`src/rtl/cpu_bus_pkg.sv`:
```
// Shared bus definitions for the CPU-side SRAM-like port.
// Owner tags, access sizes and arbiter state encodings.
package cpu_bus_pkg;

  localparam logic OWNER_INST = 1'b0;
  localparam logic OWNER_DATA = 1'b1;

  localparam logic [1:0] SIZE_B = 2'd0;
  localparam logic [1:0] SIZE_H = 2'd1;
  localparam logic [1:0] SIZE_W = 2'd2;

  typedef enum logic [1:0] {
    ARB_IDLE   = 2'd0,
    ARB_HOLD_I = 2'd1,
    ARB_HOLD_D = 2'd2
  } arb_state_e;

endpackage

```
`src/rtl/owner_fifo.sv`:
```
// In-order FIFO of 1-bit owner tags for accepted requests.
// Push while full and pop while empty are ignored.
module owner_fifo #(
  parameter int DEPTH = 4,
  localparam int AW = (DEPTH > 1) ? $clog2(DEPTH) : 1,
  localparam int CW = AW + 1
) (
  input  logic          clk,
  input  logic          reset,
  input  logic          push,
  input  logic          pop,
  input  logic          din,
  output logic          dout,
  output logic          full,
  output logic          empty,
  output logic [CW-1:0] count
);

  logic [DEPTH-1:0] buf_q, buf_d;
  logic [AW-1:0]    wptr_q, wptr_d;
  logic [AW-1:0]    rptr_q, rptr_d;
  logic [CW-1:0]    count_q, count_d;
  logic             push_ok, pop_ok;

  assign full  = (count_q == CW'(DEPTH));
  assign empty = (count_q == '0);
  assign dout  = buf_q[rptr_q];
  assign count = count_q;

  assign push_ok = push & ~full;
  assign pop_ok  = pop & ~empty;

  always_comb begin
    buf_d   = buf_q;
    wptr_d  = wptr_q;
    rptr_d  = rptr_q;
    count_d = count_q;
    if (push_ok) begin
      buf_d[wptr_q] = din;
      wptr_d = wptr_q + AW'(1);
    end
    if (pop_ok) begin
      rptr_d = rptr_q + AW'(1);
    end
    unique case ({push_ok, pop_ok})
      2'b10:   count_d = count_q + CW'(1);
      2'b01:   count_d = count_q - CW'(1);
      default: count_d = count_q;
    endcase
  end

  always_ff @(posedge clk or posedge reset) begin
    if (reset) begin
      buf_q   <= '0;
      wptr_q  <= '0;
      rptr_q  <= '0;
      count_q <= '0;
    end else begin
      buf_q   <= buf_d;
      wptr_q  <= wptr_d;
      rptr_q  <= rptr_d;
      count_q <= count_d;
    end
  end

endmodule

```
`src/rtl/cpu_sram_arbiter.sv`:
```
// Shares one SRAM-like port between fetch and data masters.
// Data wins arbitration; a grant is held until mem_addr_ok.
module cpu_sram_arbiter
  import cpu_bus_pkg::*;
#(
  parameter int MAX_OUTSTANDING = 4
) (
  input  logic        clk,
  input  logic        reset,
  input  logic        inst_req,
  input  logic [31:0] inst_addr,
  output logic        inst_addr_ok,
  output logic        inst_data_ok,
  output logic [31:0] inst_rdata,
  input  logic        data_req,
  input  logic        data_wr,
  input  logic [1:0]  data_size,
  input  logic [3:0]  data_wstrb,
  input  logic [31:0] data_addr,
  input  logic [31:0] data_wdata,
  output logic        data_addr_ok,
  output logic        data_data_ok,
  output logic [31:0] data_rdata,
  output logic        mem_req,
  output logic        mem_wr,
  output logic [1:0]  mem_size,
  output logic [3:0]  mem_wstrb,
  output logic [31:0] mem_addr,
  output logic [31:0] mem_wdata,
  input  logic        mem_addr_ok,
  input  logic        mem_data_ok,
  input  logic [31:0] mem_rdata,
  output logic [4:0]  outstanding
);

  localparam int CW = ((MAX_OUTSTANDING > 1) ? $clog2(MAX_OUTSTANDING) : 1) + 1;

  arb_state_e    state_q, state_d;
  logic          sel_data;
  logic          req_raw;
  logic          hs;
  logic          pop;
  logic          fifo_full, fifo_empty, head;
  logic [CW-1:0] fifo_cnt;

  always_comb begin
    sel_data = 1'b0;
    req_raw  = 1'b0;
    unique case (state_q)
      ARB_HOLD_I: begin
        sel_data = 1'b0;
        req_raw  = 1'b1;
      end
      ARB_HOLD_D: begin
        sel_data = 1'b1;
        req_raw  = 1'b1;
      end
      default: begin
        sel_data = data_req;
        req_raw  = (data_req | inst_req) & ~fifo_full;
      end
    endcase
  end

  assign mem_req   = req_raw & ~reset;
  assign mem_wr    = sel_data ? data_wr    : 1'b0;
  assign mem_size  = sel_data ? data_size  : SIZE_W;
  assign mem_wstrb = sel_data ? data_wstrb : 4'b0000;
  assign mem_addr  = sel_data ? data_addr  : inst_addr;
  assign mem_wdata = sel_data ? data_wdata : 32'h0;

  assign hs           = mem_req & mem_addr_ok;
  assign inst_addr_ok = hs & ~sel_data;
  assign data_addr_ok = hs & sel_data;

  // Stray responses with nothing outstanding are dropped here.
  assign pop          = mem_data_ok & ~fifo_empty & ~reset;
  assign inst_data_ok = pop & (head == OWNER_INST);
  assign data_data_ok = pop & (head == OWNER_DATA);
  assign inst_rdata   = mem_rdata;
  assign data_rdata   = mem_rdata;
  assign outstanding  = 5'(fifo_cnt);

  always_comb begin
    state_d = state_q;
    unique case (state_q)
      ARB_HOLD_I, ARB_HOLD_D: begin
        if (mem_addr_ok) state_d = ARB_IDLE;
      end
      default: begin
        if (mem_req && !mem_addr_ok)
          state_d = sel_data ? ARB_HOLD_D : ARB_HOLD_I;
      end
    endcase
  end

  always_ff @(posedge clk or posedge reset) begin
    if (reset) state_q <= ARB_IDLE;
    else       state_q <= state_d;
  end

  owner_fifo #(
    .DEPTH(MAX_OUTSTANDING)
  ) u_owner_fifo (
    .clk   (clk),
    .reset (reset),
    .push  (hs),
    .pop   (pop),
    .din   (sel_data ? OWNER_DATA : OWNER_INST),
    .dout  (head),
    .full  (fifo_full),
    .empty (fifo_empty),
    .count (fifo_cnt)
  );

endmodule

```
`config.mk`:
```
export PLATFORM = sky130hd
export DESIGN_NAME = cpu_sram_arbiter
export DESIGN_NICKNAME = d
export VERILOG_FILES = /design/src/rtl/cpu_bus_pkg.sv /design/src/rtl/owner_fifo.sv /design/src/rtl/cpu_sram_arbiter.sv
export SDC_FILE = /design/constraint.sdc
export NUM_CORES = 1
export LEC_CHECK = 0
export ABC_AREA = 1
export BUFFER_PORTS_ARGS = -buffer_cell sky130_fd_sc_hd__clkbuf_2
export CORE_AREA = 4 4 108 110
export CTS_CLUSTER_SIZE = 16
export DETAILED_ROUTE_END_ITERATION = 16
export DIE_AREA = 0 0 112 114
export PLACE_DENSITY_LB_ADDON = 0.12
export SYNTH_ARGS = -nofsm -noshare
export SYNTH_HDL_FRONTEND = slang
export SYNTH_SLANG_ARGS = --single-unit
```
`constraint.sdc`:
```
create_clock -name clk -period 2.79 [get_ports clk]
set_clock_uncertainty 0.15 [all_clocks]
set_input_delay 0.279 -clock clk [delete_from_list [all_inputs] [get_ports clk]]
set_output_delay 0.279 -clock clk [all_outputs]
set_load 0.1 [all_outputs]
```
== Word level (Yosys, flattened, before mapping) ==
Index checks and enable logic that the tools add are counted.

* Bits in registers: 13
* Input bits: 141
* Output and inout port bits: 145
* Word-level logic and storage cells: 61

* $add $sub $neg: 4
* Order comparisons: 3
* Equal/unequal tests: 6
* Multiplexer cells: 18
* Bitwise operators: 17
* Reductions and logical operators: 8

{| class="wikitable"
|+ Operators by type and width
! cell !! count
|-
| 32-bit 2-to-1 mux || 2
|-
| 1-bit bitwise AND || 11
|-
| 2-bit 2-to-1 mux || 5
|-
| 2-bit by 3-bit less-than comparator with 1-bit output (second input constant) || 2
|-
| 3-bit one-hot mux with 2 select lines || 1
|-
| 1-bit 2-to-1 mux || 5
|-
| 1-bit NOT || 5
|-
| 2-bit by 1-bit adder with 2-bit output (second input constant) || 2
|-
| 4-bit bitwise mux || 1
|-
| 2-bit by 1-bit == test with 1-bit output (second input constant) || 2
|-
| 2-bit == test (second input constant) || 2
|-
| 4-bit 2-to-1 mux || 1
|-
| 2-bit nonzero test || 2
|-
| 3-bit by 1-bit adder with 3-bit output (second input constant) || 1
|-
| 3-bit == test (second input constant) || 1
|-
| 3-bit zero test || 1
|-
| 3-bit by 1-bit subtractor with 3-bit output (second input constant) || 1
|-
| 1-bit binary-select mux with 2-bit select || 1
|-
| 1-bit demux with 2-bit select || 1
|-
| 2-bit by 1-bit greater-or-equal comparator with 1-bit output (second input constant) || 1
|-
| 1-bit logical AND || 2
|-
| 2-bit by 1-bit inequality test with 1-bit output (second input constant) || 1
|-
| 1-bit one-hot mux with 2 select lines || 1
|-
| 2-bit AND reduction || 1
|-
| 3 further kinds || 3
|}

== Logic depth before layout (Yosys ltp) ==
* Depth after elaboration: 9
* Mapped depth: 11
* Mapped depth without buffers: 11

== Cells and area by module ==
A second synthesis with hierarchy kept.

* Cell total of the unflattened synthesis: 370
* Area total of the unflattened synthesis: 2127.0 µm²

{| class="wikitable"
|+ By module, submodules not included
! module !! instances !! cells each !! area each (µm²) !! seq. area each (µm²)
|-
| cpu_sram_arbiter || 1 || 286 || 1455.1 || 50.0
|-
| owner_fifo || 1 || 84 || 671.9 || 275.3
|}

== Worst setup path after synthesis ==
No wires, ideal clock.

* Path kind: register -> output
* Start: register u_owner_fifo.count_q[0], in the netlist u_owner_fifo.count[0]
* End: output data_addr_ok
* Arrival time: 2761 ps
* Required time: 2361 ps
* Setup slack: -400 ps
* Cell stages (with the launch flop): 7
* Buffers on the path: 0
* Path through: dfrtp_1 -> nor2_2 -> nand2_2 -> nand2_2 -> nand2_2 -> nand3_4 -> nor2_1

* Cells in the longest elaborated chain, start to end: 7

{| class="wikitable"
|+ Ends and longest elaborated chain
! element !! RTL line !! source
|-
| start: declaration || owner_fifo.sv:22 || <nowiki>logic [CW-1:0] count_q, count_d;</nowiki>
|-
| start signal: assignment || owner_fifo.sv:62 || <nowiki>count_q <= count_d;</nowiki>
|-
| 3-bit == test || owner_fifo.sv:25 || <nowiki>assign full = (count_q == CW'(DEPTH));</nowiki>
|-
| 1-bit NOT || cpu_sram_arbiter.sv:60 || <nowiki>req_raw = (data_req | inst_req) & ~fifo_full;</nowiki>
|-
| 1-bit bitwise AND || cpu_sram_arbiter.sv:60 ||
|-
| 1-bit 2-to-1 mux || cpu_sram_arbiter.sv:49 || <nowiki>unique case (state_q)</nowiki>
|-
| 1-bit bitwise AND || cpu_sram_arbiter.sv:65 || <nowiki>assign mem_req = req_raw & ~reset;</nowiki>
|-
| 1-bit bitwise AND || cpu_sram_arbiter.sv:72 || <nowiki>assign hs = mem_req & mem_addr_ok;</nowiki>
|-
| 1-bit bitwise AND || cpu_sram_arbiter.sv:74 || <nowiki>assign data_addr_ok = hs & sel_data;</nowiki>
|-
| end: declaration || cpu_sram_arbiter.sv:21 || <nowiki>output logic data_addr_ok,</nowiki>
|}

Every way passes these cells.

== Final worst setup path ==
* Start: register state_q[1]
* End: output mem_addr[11]

* Cells in the longest elaborated chain, start to end: 3
* Elaborated cells on any way between the ends: 4
* Classes of those cells: eq/ne: 2; mux: 2

{| class="wikitable"
|+ Ends and longest elaborated chain
! element !! RTL line !! source
|-
| start: declaration || cpu_sram_arbiter.sv:38 || <nowiki>arb_state_e state_q, state_d;</nowiki>
|-
| start signal: assignment || cpu_sram_arbiter.sv:99 || <nowiki>else state_q <= state_d;</nowiki>
|-
| 2-bit == test or 2-bit by 1-bit == test with 1-bit output (tied branches) || cpu_sram_arbiter.sv:49 ||
|-
| 1-bit one-hot mux with 2 select lines (*) || cpu_sram_arbiter.sv:49 ||
|-
| 32-bit 2-to-1 mux (*) || cpu_sram_arbiter.sv:69 || <nowiki>assign mem_addr = sel_data ? data_addr : inst_addr;</nowiki>
|-
| end: declaration || cpu_sram_arbiter.sv:28 || <nowiki>output logic [31:0] mem_addr,</nowiki>
|}

Every way passes the cells marked *; elsewhere a longest branch is shown, timed or not.

==> out/metrics.cfg <==
[run_status]
status=complete, no violations

[placement]
gp_congestion=0.7562
dp_slack_ns=0.4604
dp_hpwl_um=7690
postPlaceCellArea_sq_um=3849
port_buffers=187
place_inst=606

[job]
cap_violations=0

[logic_synthesis]
yosysSeqAreaShare_pct=15.61
yosysUniqueCellTypes=27
async_reset_ff_share_pct=100.0
synthMuxAreaShare_pct=0
yosysWarningCount=0
synth_xor_area_share_pct=1.681
synthTopCellsByArea=buf_4, nand2_1, dfrtp_1
synth_compound_area_share_pct=3.661
synth-main-ff-cell=dfrtp_1
synth_edf_count=0
synth_adder_area_share_pct=4.562
synth_top_cell_area_share_pct=24.85
ys_top_cells_by_count=nand2_1, buf_4, inv_1
netlist_instances=350
syn-cell-area_sq_um=2084
synth.ff_latch_count=13
syn_avg_cell_area_sq_um=5.956
synth_top_family_by_area=buffers and inverters
synthMostInstantiatedCell=nand2_1
synth-simple-area-share_pct=34.75
synth_largest_area_cell=buf_4

[clocking]
numCtsBuffers=3
cts_root_buffer=clkbuf_8
post_cts_buffers=0
h-tree-depth=1
clock_latency_ns=0.24
clock_path_buffers=2
cts_tree=done
path_clk_slew_ns=0.06
cts.sinks=13

[grt]
antenna_found_initial=0
first_global_vias=2326
grt_max_degree=44
grt_util_all_layers_pct=12.62
grt_pass1_wl_um=12920
overflow=0

[worst_setup_path]
path_cells=ha_1 -> inv_1 -> nand2_1 -> nand2_1 -> clkinv_2 -> buf_4 -> nand2_1 -> nand2_1 -> buf_12
crit_fanout=30
worstPathArrival_ns=2.11
crit_required_ns=2.36
cp_slowest_stage_delay_ns=0.40
crit_path_frequent_cell=nand2_1
crit_slowest_cell=ha_1
crit_family=buffers and inverters
critPathKind=reg -> out
end_kind=primary output
cp-start-kind=flip-flop
worst-path-buf-inv=4

[die]
fp-row-count=38
core_sq_um=10700
die_h_um=114
initial_core_util_pct=19.49
fp.dieArea_sq_um=12770
die_x_um=112
io_pins=286

[timing]
fin_ws_ns=0.2484
hold_violations=0
maxSlewViolCount=0
worst_pin_slew_ns=0.5506
fmax_mhz=393.5
final.min_clock_period_ns=2.542
rsz0062_at_grt=no
setup_violations=0
relSlewSlack_pct=63.45
period_share_pct=91.10

[drt]
drc=0
drtPass1Iterations=4
drtIter0Drc=92
ant_nets=0
via_per_inst=3.809
wire_per_inst_um=14.36
via_count=2327
totalWireLength_um=8775

[final_layout]
finalNonFillerCells=611
fillers=1143
area_growth_pct=87.46
drive_gt1_share_pct=52.23
nets=620
fin_area_sq_um=3908
diodes=0

[hold_path]
min_path_type=in -> reg

==> path summary, 6_finish.rpt <==
kind | start | end | slack (ns) | cells past startpoint
worst max-delay path | state_q[1] | mem_addr[11] | 0.25 | 9
worst min-delay path | mem_addr_ok | u_owner_fifo.wptr_q[0] | 0.30 | 3
worst max register to register | state_q[1] | u_owner_fifo.count[2] | 0.47 | 9
worst min register to register | state_q[0] | state_q[0] | 0.35 | 2
max in group asynchronous | reset | state_q[0] | 1.72 | 4
min in group asynchronous | reset | u_owner_fifo.rptr_q[0] | 0.40 | 3
==> cell usage in the layout, fill, tap and decap left out, types with 3 or more instances in the layout <==
| cell type | n |
|---|---|
| xor2_1 | 3 |
| nor2_2 | 40 |
| dfrtp_1 | 13 |
| inv_1 | 59 |
| nand3_1 | 7 |
| o21bai_1 | 4 |
| ha_1 | 6 |
| o21ai_0 | 4 |
| buf_4 | 4 |
| nand2_2 | 3 |
| clkbuf_2 | 114 |
| nor2_1 | 5 |
| buf_12 | 74 |
| nand2_1 | 113 |
| clkbuf_8 | 3 |
==> per-stage QoR <==
| stage | hold WS, ns | utilization, % | setup TNS [ns] |
|---|---|---|---|
| after floorplan | 0.07591 | - | -0.9630 |
| after global placement | 0.1295 | 35.98 | 0 |
| after detailed placement | 0.1378 | 35.98 | 0 |
| after CTS | 0.2975 | 36.49 | 0 |
| after global routing | 0.3331 | 36.53 | 0 |
| final | 0.2977 | 36.53 | 0 |
==> worst min-delay path, delay by kind of cell <==
kind                      cells  cell delay, ns
buffers and inverters         1            0.14
and+or+nand+nor               1            0.15
xor gates and xnor gates      1            0.07
==> sequential cells by signal (all words and copies together) (netlist names) <==
| signal | count |
|---|---|
| u_owner_fifo.count | 3 |
| u_owner_fifo.buf_q | 4 |
| u_owner_fifo.rptr_q | 2 |
| state_q | 2 |
| u_owner_fifo.wptr_q | 2 |
==> what timing repair did <==
item,4_1_cts,5_1_grt
resized for setup,0,1
hold buffers,1,0
hold endpoints to repair,5,0
setup endpoints to repair,0,1
==> cell type report <==
cell class	count	area (sq um)	area share, %
timing repair buffer	193	2092	53.54
multi-input combinational	200	1036	26.51
inverter	61	234.0	5.988
sequential	13	325.3	8.325
tap	140	175.2	4.483
clock buffer	4	45.04	1.153
==> metal layers <==
layer | GRT usage, % | up-vias | part of all wire, %
li1 | - | 1181 | -
met1 | 14.59 | 1004 | 37
met2 | 23.46 | 140 | 53
met3 | 3.714 | 2 | 9.2
met4 | 2.003 | 0 | 0.33
met5 | 0 | - | 0
==> logic make-up (layout without fill, tap and decap cells) <==
logic type	count (synthesis)	count (layout)
XOR/XNOR	4	4
AO/OA/AOI/OAI	12	12
adder cells (fa/ha/maj)	7	7
buffers and inverters	138	258
other	1	2
AND/OR/NAND/NOR	175	175
flip-flops	13	13
Power is not shown: default switching activity piles up to over one toggle a cycle in this logic, so the estimate is an artifact.
